### src/rtl/mem_req_ctrl_if.sv
// Pipeline-side request/response bundle and memory-side access bundle for mem_req_ctrl.
// No latency of its own; these are plain wires grouped for port connection.
// The request side uses valid/ready; the memory side stalls through mem_ready.

interface mem_req_ctrl_req_if #(
    parameter int ADDR_W = 16
);
    logic              req_valid;
    logic              req_ready;
    logic              req_wr;
    logic [ADDR_W-1:0] req_addr;
    logic [1:0]        req_size;
    logic              req_unsigned;
    logic [31:0]       req_wdata;
    logic              resp_valid;
    logic [31:0]       resp_rdata;
    logic              resp_err;

    // Pipeline side: issues requests, consumes responses
    modport master (
        output req_valid, req_wr, req_addr, req_size, req_unsigned, req_wdata,
        input  req_ready, resp_valid, resp_rdata, resp_err
    );

    // Controller side: accepts requests, produces responses
    modport slave (
        input  req_valid, req_wr, req_addr, req_size, req_unsigned, req_wdata,
        output req_ready, resp_valid, resp_rdata, resp_err
    );
endinterface

interface mem_req_ctrl_mem_if #(
    parameter int ADDR_W = 16
);
    logic              mem_enable;
    logic              mem_wr;
    logic [ADDR_W-3:0] mem_addr;
    logic [31:0]       mem_data_in;
    logic [31:0]       mem_data_out;
    logic              mem_ready;
    logic              mem_err;

    // Controller side: drives the access
    modport master (
        output mem_enable, mem_wr, mem_addr, mem_data_in,
        input  mem_data_out, mem_ready, mem_err
    );

    // Memory side: performs the access
    modport slave (
        input  mem_enable, mem_wr, mem_addr, mem_data_in,
        output mem_data_out, mem_ready, mem_err
    );
endinterface

### src/rtl/mem_req_ctrl.sv
// Load/store front-end for a stalling word memory: lane select, RMW for sub-word stores, load extension.
// Latency: accept T, response pulse T+1 (rejected), T+2 (load/word store), T+3 (sub-word store), plus memory stalls.
// Backpressure: req_ready only in IDLE; memory stalls hold the access; responses cannot be stalled. Optional macro STALL_TIMEOUT_EN.

module mem_req_ctrl #(
    parameter int ADDR_W         = 16,
    parameter int TIMEOUT_CYCLES = 64
) (
    input  logic                clk,
    input  logic                rst_n,
    mem_req_ctrl_req_if.slave   req,
    mem_req_ctrl_mem_if.master  mem
);

    typedef enum logic [1:0] {
        S_IDLE  = 2'd0,
        S_READ  = 2'd1,
        S_WRITE = 2'd2,
        S_RESP  = 2'd3
    } state_t;

    state_t            state_q, state_d;
    logic              wr_q;
    logic [ADDR_W-1:0] addr_q;
    logic [1:0]        size_q;
    logic              uns_q;
    logic [31:0]       wdata_q;
    logic [31:0]       resp_rdata_q, resp_rdata_d;
    logic              resp_err_q, resp_err_d;
    logic [31:0]       mem_wdata_q, mem_wdata_d;

    logic              accept;
    logic              misaligned;
    logic              timeout_hit;
    logic [31:0]       rd_shift;
    logic [7:0]        rd_byte;
    logic [15:0]       rd_half;
    logic [31:0]       load_ext;
    logic [31:0]       merged;

    assign accept = (state_q == S_IDLE) && req.req_valid;

    // Reject misaligned accesses and the reserved size before touching memory
    always_comb begin
        misaligned = 1'b1;
        case (req.req_size)
            2'b00:   misaligned = 1'b0;
            2'b01:   misaligned = req.req_addr[0];
            2'b10:   misaligned = |req.req_addr[1:0];
            default: misaligned = 1'b1;
        endcase
    end

    // Extract the addressed lane from the read word and sign/zero-extend it
    always_comb begin
        rd_shift = mem.mem_data_out >> {addr_q[1:0], 3'b000};
        rd_byte  = rd_shift[7:0];
        rd_half  = addr_q[1] ? mem.mem_data_out[31:16] : mem.mem_data_out[15:0];
        case (size_q)
            2'b00:   load_ext = {{24{~uns_q & rd_byte[7]}}, rd_byte};
            2'b01:   load_ext = {{16{~uns_q & rd_half[15]}}, rd_half};
            default: load_ext = mem.mem_data_out;
        endcase
    end

    // Merge the store lane into the old word; untouched lanes keep their read value
    always_comb begin
        merged = mem.mem_data_out;
        if (size_q == 2'b00) begin
            merged[{addr_q[1:0], 3'b000} +: 8] = wdata_q[7:0];
        end else begin
            merged[{addr_q[1], 4'b0000} +: 16] = wdata_q[15:0];
        end
    end

`ifdef STALL_TIMEOUT_EN
    localparam int CNT_W = $clog2(TIMEOUT_CYCLES + 1);
    logic [CNT_W-1:0] wait_q;

    assign timeout_hit = !mem.mem_ready && (wait_q == CNT_W'(TIMEOUT_CYCLES - 1));

    // Count stalled cycles within one access phase; any phase change restarts the count
    always_ff @(posedge clk or negedge rst_n) begin
        if (!rst_n) begin
            wait_q <= '0;
        end else if ((state_q == S_READ || state_q == S_WRITE) && !mem.mem_ready
                     && state_d == state_q) begin
            wait_q <= wait_q + CNT_W'(1);
        end else begin
            wait_q <= '0;
        end
    end
`else
    logic unused_timeout;
    assign unused_timeout = (TIMEOUT_CYCLES > 0);
    assign timeout_hit    = 1'b0;
`endif

    // Next-state and response/write-word update, defaults first
    always_comb begin
        state_d      = state_q;
        resp_rdata_d = resp_rdata_q;
        resp_err_d   = resp_err_q;
        mem_wdata_d  = mem_wdata_q;
        case (state_q)
            S_IDLE: begin
                resp_rdata_d = 32'd0;
                resp_err_d   = 1'b0;
                if (accept) begin
                    if (misaligned) begin
                        state_d    = S_RESP;
                        resp_err_d = 1'b1;
                    end else if (req.req_wr && req.req_size == 2'b10) begin
                        state_d     = S_WRITE;
                        mem_wdata_d = req.req_wdata;
                    end else begin
                        state_d = S_READ;
                    end
                end
            end
            S_READ: begin
                if (mem.mem_ready) begin
                    state_d = S_RESP;
                    if (mem.mem_err) begin
                        resp_err_d   = 1'b1;
                        resp_rdata_d = 32'd0;
                    end else if (wr_q) begin
                        state_d     = S_WRITE;
                        mem_wdata_d = merged;
                    end else begin
                        resp_rdata_d = load_ext;
                    end
                end else if (timeout_hit) begin
                    state_d      = S_RESP;
                    resp_err_d   = 1'b1;
                    resp_rdata_d = 32'd0;
                end
            end
            S_WRITE: begin
                if (mem.mem_ready) begin
                    state_d    = S_RESP;
                    resp_err_d = mem.mem_err;
                end else if (timeout_hit) begin
                    state_d    = S_RESP;
                    resp_err_d = 1'b1;
                end
            end
            default: begin
                state_d = S_IDLE;
            end
        endcase
    end

    // State and response registers
    always_ff @(posedge clk or negedge rst_n) begin
        if (!rst_n) begin
            state_q      <= S_IDLE;
            resp_rdata_q <= 32'd0;
            resp_err_q   <= 1'b0;
            mem_wdata_q  <= 32'd0;
        end else begin
            state_q      <= state_d;
            resp_rdata_q <= resp_rdata_d;
            resp_err_q   <= resp_err_d;
            mem_wdata_q  <= mem_wdata_d;
        end
    end

    // Capture the request on accept; held stable for the whole transaction
    always_ff @(posedge clk or negedge rst_n) begin
        if (!rst_n) begin
            wr_q    <= 1'b0;
            addr_q  <= '0;
            size_q  <= 2'b00;
            uns_q   <= 1'b0;
            wdata_q <= 32'd0;
        end else if (accept) begin
            wr_q    <= req.req_wr;
            addr_q  <= req.req_addr;
            size_q  <= req.req_size;
            uns_q   <= req.req_unsigned;
            wdata_q <= req.req_wdata;
        end
    end

    // Memory controls decode straight from state so reset drops the enable at once
    assign mem.mem_enable  = (state_q == S_READ) || (state_q == S_WRITE);
    assign mem.mem_wr      = (state_q == S_WRITE);
    assign mem.mem_addr    = addr_q[ADDR_W-1:2];
    assign mem.mem_data_in = mem_wdata_q;

    assign req.req_ready   = (state_q == S_IDLE);
    assign req.resp_valid  = (state_q == S_RESP);
    assign req.resp_rdata  = resp_rdata_q;
    assign req.resp_err    = resp_err_q;

endmodule
### src/flat_wrapper.sv
// flat-port wrapper written by rule: the top's interface ports become plain ports
module mem_req_ctrl_flat 
#(
    parameter int ADDR_W         = 16,
    parameter int TIMEOUT_CYCLES = 64
)
  (clk, rst_n, req_req_valid, req_req_wr, req_req_addr, req_req_size, req_req_unsigned, req_req_wdata, req_req_ready, req_resp_valid, req_resp_rdata, req_resp_err, mem_mem_enable, mem_mem_wr, mem_mem_addr, mem_mem_data_in, mem_mem_data_out, mem_mem_ready, mem_mem_err);
  mem_req_ctrl_req_if #(.ADDR_W(ADDR_W)) req_i ();
  mem_req_ctrl_mem_if #(.ADDR_W(ADDR_W)) mem_i ();
  input  logic clk;
  input  logic rst_n;
  input wire logic [$bits(req_i.req_valid)-1:0] req_req_valid;
  input wire logic [$bits(req_i.req_wr)-1:0] req_req_wr;
  input wire logic [$bits(req_i.req_addr)-1:0] req_req_addr;
  input wire logic [$bits(req_i.req_size)-1:0] req_req_size;
  input wire logic [$bits(req_i.req_unsigned)-1:0] req_req_unsigned;
  input wire logic [$bits(req_i.req_wdata)-1:0] req_req_wdata;
  output wire logic [$bits(req_i.req_ready)-1:0] req_req_ready;
  output wire logic [$bits(req_i.resp_valid)-1:0] req_resp_valid;
  output wire logic [$bits(req_i.resp_rdata)-1:0] req_resp_rdata;
  output wire logic [$bits(req_i.resp_err)-1:0] req_resp_err;
  output wire logic [$bits(mem_i.mem_enable)-1:0] mem_mem_enable;
  output wire logic [$bits(mem_i.mem_wr)-1:0] mem_mem_wr;
  output wire logic [$bits(mem_i.mem_addr)-1:0] mem_mem_addr;
  output wire logic [$bits(mem_i.mem_data_in)-1:0] mem_mem_data_in;
  input wire logic [$bits(mem_i.mem_data_out)-1:0] mem_mem_data_out;
  input wire logic [$bits(mem_i.mem_ready)-1:0] mem_mem_ready;
  input wire logic [$bits(mem_i.mem_err)-1:0] mem_mem_err;
  assign req_i.req_valid = req_req_valid;
  assign req_i.req_wr = req_req_wr;
  assign req_i.req_addr = req_req_addr;
  assign req_i.req_size = req_req_size;
  assign req_i.req_unsigned = req_req_unsigned;
  assign req_i.req_wdata = req_req_wdata;
  assign req_req_ready = req_i.req_ready;
  assign req_resp_valid = req_i.resp_valid;
  assign req_resp_rdata = req_i.resp_rdata;
  assign req_resp_err = req_i.resp_err;
  assign mem_mem_enable = mem_i.mem_enable;
  assign mem_mem_wr = mem_i.mem_wr;
  assign mem_mem_addr = mem_i.mem_addr;
  assign mem_mem_data_in = mem_i.mem_data_in;
  assign mem_i.mem_data_out = mem_mem_data_out;
  assign mem_i.mem_ready = mem_mem_ready;
  assign mem_i.mem_err = mem_mem_err;
  mem_req_ctrl #(.ADDR_W(ADDR_W), .TIMEOUT_CYCLES(TIMEOUT_CYCLES)) u_core (.clk(clk), .rst_n(rst_n), .req(req_i), .mem(mem_i));
endmodule
### config.mk
export PLATFORM = sky130hd
export DESIGN_NAME = mem_req_ctrl_flat
export DESIGN_NICKNAME = d
export VERILOG_FILES = /design/src/rtl/mem_req_ctrl_if.sv /design/src/rtl/mem_req_ctrl.sv /design/src/flat_wrapper.sv
export SDC_FILE = /design/constraint.sdc
export NUM_CORES = 1
export LEC_CHECK = 0
export ABC_AREA = 0
export CAP_MARGIN = 20
export CORE_MARGIN = 4
export CORE_UTILIZATION = 48
export CTS_BUF_LIST = sky130_fd_sc_hd__clkbuf_16
export DETAILED_ROUTE_END_ITERATION = 8
export GPL_TIMING_DRIVEN = 0
export PLACE_DENSITY = 0.93
export SLEW_MARGIN = 10
export SYNTH_ARGS = -nofsm -noshare
export SYNTH_HDL_FRONTEND = slang
export SYNTH_SLANG_ARGS = --single-unit
### constraint.sdc
create_clock -name clk -period 3.2 [get_ports clk]
set_input_delay 0.48 -clock clk [delete_from_list [all_inputs] [get_ports clk]]
set_output_delay 0.48 -clock clk [all_outputs]
set_load 0.01 [all_outputs]
; Yosys cells after proc, flatten, opt, wreduce, memory -nomap -nowiden
; Index checks and enable logic that the tools add are counted.
[totals]
register_bits = 103
inputBits = 89
out_inout_bits = 83
wordCells = 78
[classes]
n_addsub = 2
n_eq_ne = 15
n_shift = 5
muxes = 31
bitwise_logic = 3
n_reduce_logical = 13
[op_table]
columns = op, n
row1 = $mux 32, 10
row2 = $pmux 32 s2, 3
row3 = $bwmux 32, 2
row4 = $shift 16x7->32 const A, 1
row5 = $shift 8x7->32 const A, 1
row6 = $shiftx 16x7->32, 1
row7 = $shiftx 8x7->32, 1
row8 = $shr 32x5->8, 1
row9 = $mux 16, 1
row10 = $neg 5->7, 2
row11 = $mux 2, 6
row12 = $ne 2x1->1 const B, 4
row13 = $ne 2x2->1 const B, 4
row14 = $reduce_and 7->1, 1
row15 = $eq 2x1->1 const B, 3
row16 = $eq 2x2->1 const B, 3
row17 = $logic_not 2->1, 3
row18 = $mux 1, 6
row19 = $pmux 1 s3, 2
row20 = $pmux 2 s3, 1
row21 = $reduce_and 3->1, 2
row22 = $reduce_and 4->1, 1
row23 = $ne 3x3->1 const B, 1
row24 = $reduce_bool 3->1, 1
row25 = other kinds (6), 8

; Logic depth before layout (Yosys ltp)
[logic_depth]
ltp_word = 8
depth_mapped = 10
depth_no_buf = 6

; Worst setup path before layout
; OpenSTA, ideal clock, no wires.
[synth_timing]
path_kind = register to register
startpoint = register u_core.addr_q[1]
endpoint = register u_core.mem_wdata_q[17] (netlist: u_core.mem.mem_data_in[17])
setup_time_ps = 65
arrival_ps = 2502
required_ps = 3135
setup_slack_ps = 633
path_stages_with_launch = 10
n_path_buf = 3
synth_period_minus_slack_ps = 2567
cell_sequence = dfrtp_1 buf_2 clkbuf_1 inv_1 ha_1 clkbuf_1 nor4b_2 nand3_1 a31oi_1 mux2_2
[synth_between]
elab_chain_len = 8
elab_cells_between_ends = 13
cone_classes = 2 x add/sub / 4 x shift / 7 x mux
[synth_rtl]
columns = element, line_no
row1 = start: declaration, mem_req_ctrl.sv:24  ; logic [ADDR_W-1:0] addr_q;
row2 = start signal: assignment, mem_req_ctrl.sv:179  ; addr_q <= req.req_addr;
row3 = "$neg 5->7, on equally long branches", "mem_req_ctrl.sv:72, mem_req_ctrl.sv:70"
row4 = "$shiftx 16x7->32, or another cell as far along", mem_req_ctrl.sv:72  ; merged[{addr_q[1], 4'b0000} +: 16] = wdata_q[15:0];
row5 = "$bwmux 32, on equally long branches", "mem_req_ctrl.sv:72, mem_req_ctrl.sv:70"
row6 = $mux 32 *, mem_req_ctrl.sv:69  ; if (size_q == 2'b00) begin
row7 = $mux 32 *, mem_req_ctrl.sv:127  ; end else if (wr_q) begin
row8 = $mux 32 *, mem_req_ctrl.sv:124  ; if (mem.mem_err) begin
row9 = $mux 32 *, mem_req_ctrl.sv:122  ; if (mem.mem_ready) begin
row10 = $pmux 32 s2 *, mem_req_ctrl.sv:105  ; case (state_q)
row11 = end signal: assignment, mem_req_ctrl.sv:165  ; mem_wdata_q <= mem_wdata_d;
row12 = end: declaration, mem_req_ctrl.sv:30  ; logic [31:0] mem_wdata_q, mem_wdata_d;
; Mark *: on every way between the ends. The rest lies on a longest branch, timed or not. The select of a mux whose other input is x is not followed.
; A chain may end at the register's enable or synchronous reset.

; Worst setup path after layout
[layout_timing]
startpoint = register u_core.addr_q[1]
endpoint = register u_core.mem_wdata_q[19] (netlist: u_core.mem.mem_data_in[19])
; The elaborated chain is that of the path after synthesis.

==> impl_metrics.py <==
metrics = {
    "final_layout": {
        "layout-drive-gt1-share_pct": 21.7,
        "num-fill-cells": 954,
        "synthToLayoutAreaGrowth_pct": 37.1,
        "final_net_count": 833,
        "insertedDiodeCount": 0,
        "layout_commonest_cell": "clkdlybuf4s50_1",
        "final_cells": 905,
        "final_cell_mix": "clkdlybuf4s50_1, mux2_2, dfrtp_1, clkbuf_1",
    },
    "clock_tree": {
        "cts_setup_buffers": 0,
        "cts.sink_count": 103,
        "ctsResizeCount": 0,
        "cts.htree.levels": 3,
        "clockBufferDepth": 2,
        "cts_buffers": 9,
        "cts_root_buf": "clkbuf_16",
        "cts_tree": "built",
        "cts.clk_slew.worst_paths_ns": 0.07,
        "clk_latency_ns": 0.36,
        "cts_hold_buf": 0,
    },
    "floorplan": {
        "dieArea_um2": 14300,
        "initial_utilization_pct": 49.5,
        "die_h_um": 120,
        "core-area_um2": 12100,
        "num_rows": 40,
        "die_w_um": 120,
        "num_io_pins": 172,
    },
    "yosys": {
        "synth_top_area_cell": "dfrtp_1",
        "synth_ff_type": "dfrtp_1",
        "syn_avg_cell_area_um2": 10.9,
        "synth_warnings": 0,
        "synthArstFlopShare_pct": 100,
        "ys_types": 43,
        "netlist.area_leader.share_pct": 43.0,
        "synthesis.nets": 651,
        "synth_edf_count": 0,
        "ys_top_cells_by_area": "dfrtp_1, mux2_2, a31oi_1",
        "syn-cell-area_um2": 5990,
        "ys_seq_elements": 103,
        "syn_inst": 552,
        "seq_area_frac_synth_pct": 43.0,
    },
    "setup_path": {
        "path_class": "register to register",
        "ff2ff_path_depth": 8,
        "cp.required_ns": 3.49,
        "crit_arrival_ns": 3.26,
        "crit_path_start_kind": "register",
        "endpoint_kind": "register",
        "critPathMaxFanout": 16,
    },
    "grt": {
        "track_usage_pct": 28.0,
        "overflow": 0,
        "grt_pass1_wl_um": 30900,
        "grtUsageMet2_pct": 47.5,
        "grt_use_met1_pct": 35.7,
        "grt_max_degree": 56,
        "grt_antenna_before_repair": 0,
        "grt_use_met3_pct": 6.08,
        "globalRoute.busiestLayer": "met2",
        "grt_pass1_vias": 5521,
    },
    "placement": {
        "place_hpwl_um": 15700,
        "place_inst": 892,
        "place_congestion": 0.927,
        "io_buffers": 171,
    },
    "detailed_routing": {
        "ant_nets": 0,
        "wirelength_um": 20200,
        "wl_per_cell_um": 22.3,
        "dr_total_vias": 5351,
        "firstDrtPassIters": 5,
        "vias_per_cell": 5.91,
        "drt-initial-drc-count": 496,
        "drc": 0,
    },
    "timing": {
        "whs_ns": 0.143,
        "fin_crit_sh_pct": 92.8,
        "period_needed_ns": 2.97,
        "grt_setup_unrepaired": "no",
        "tightest_slew_ns": 0.828,
        "slew_violations": 0,
        "skew_ns": 0.00638,
        "max-slew-margin-rel_pct": 44.7,
        "hold_viol": 0,
        "clock.fmax_ghz": 0.337,
        "setup_viol": 0,
    },
    "hold_path": {
        "min_path_type": "input pin to asynchronous set/reset pin",
    },
    "pwr": {
        "power_leakage_uw": 0.00334,
        "ir_drop_mv": 0.573,
        "power_density_nw_per_um2": 989,
    },
    "outcome": {
        "status": "completed",
    },
    "flow_run": {
        "drv_cap": 0,
    },
}
[synthesized netlist by cell type, drive strengths merged (8+ instances only)]
master,n
a21oi,22
a221o,16
a22o,8
a31oi,35
buf,21
clkbuf,38
dfrtp,103
ha,10
inv,13
mux2,110
nand2,19
nand2b,35
nand3,14
nand4,8
nor3,8
o21ai,17
o22ai,32
[state kept, by name (all words and copies together) (netlist names)]
name and count:
u_core.wr_q 1, u_core.addr_q 16, u_core.uns_q 1, u_core.wdata_q 16
u_core.req.resp_err 1, u_core.mem.mem_data_in 32, u_core.state_q 2, u_core.req.resp_rdata 32
u_core.size_q 2
[report_power, final]
| part | total, uW | leakage, uW | switching, uW | internal, uW |
|---|---|---|---|---|
| registers | 2340 | 0.00128 | 466 | 1880 |
| clock network | 1070 | 0.000132 | 479 | 592 |
| logic | 4710 | 0.00193 | 2250 | 2450 |
| total | 8120 | 0.00334 | 3200 | 4920 |
[layout make-up]
| class | count | area [um^2] | area share (%) |
|---|---|---|---|
| multi-input combinational | 377 | 3070 | 37.4 |
| sequential | 103 | 2580 | 31.4 |
| timing repair buffer | 172 | 1740 | 21.1 |
| buffer | 58 | 294 | 3.58 |
| clock buffer | 9 | 225 | 2.74 |
| tap | 168 | 210 | 2.56 |
| clock inverter | 5 | 52.6 | 0.640 |
| inverter | 13 | 48.8 | 0.594 |
[kinds of logic (layout without fill, tap and decap cells)]
logic type	count (synthesis)	after routing	share of synthesized area, %
buffers and inverters	72	257	5.78
adders and majority gates	10	10	2.09
DFF	103	103	43.0
muxes	116	116	21.7
AOI/OAI and AO/OA	149	149	17.4
and+or+nand+nor	102	102	10.1
[path summary, 6_finish.rpt]
kind                                                 startpoint  slack, ns                                     end
min in group clk           u_core.req.resp_rdata[7]$_DFFE_PN0P_       0.49    u_core.req.resp_rdata[7]$_DFFE_PN0P_
hold / removal                                            rst_n       0.14            u_core.addr_q[7]$_DFFE_PN0N_
setup / recovery                   u_core.addr_q[1]$_DFFE_PN0N_       0.23  u_core.mem.mem_data_in[19]$_DFFE_PN0P_
hold reg to reg            u_core.req.resp_rdata[7]$_DFFE_PN0P_       0.49    u_core.req.resp_rdata[7]$_DFFE_PN0P_
setup reg to reg                   u_core.addr_q[1]$_DFFE_PN0N_       0.23  u_core.mem.mem_data_in[19]$_DFFE_PN0P_
max in group asynchronous                                 rst_n       2.37   u_core.req.resp_rdata[16]$_DFFE_PN0P_
[layer usage]
| layer | vias to the layer above | wire length [um] |
|---|---|---|
| met5 | - | 0 |
| met4 | 0 | 527 |
| met3 | 38 | 1500 |
| met2 | 258 | 9930 |
| met1 | 2624 | 8220 |
| li1 | 2431 | - |
[per-stage QoR]
step	TNS (ns)	worst slack (ns)	utilization, %	area [um^2]	power, uW
global route	0	0.0155	67.8	8210	8580
finish	0	0.232	67.8	8210	8120
CTS	0	0.299	67.8	8210	8100
global placement	-198.29	-1.93	65.4	7920	6870
floorplan	0	0.633	-	5990	5140
detailed placement	-0.185	-0.0693	65.6	7940	7000
[critical path, cell delays in order, from the launching register on]
cell and delay, ns:
dfrtp_1 0.38, buf_2 0.35, inv_1 0.14, ha_1 0.33, clkbuf_1 0.37, nor4b_2 0.70
nand3_1 0.16, a31oi_1 0.27, mux2_2 0.19
Power figures use the tool's default switching activity.
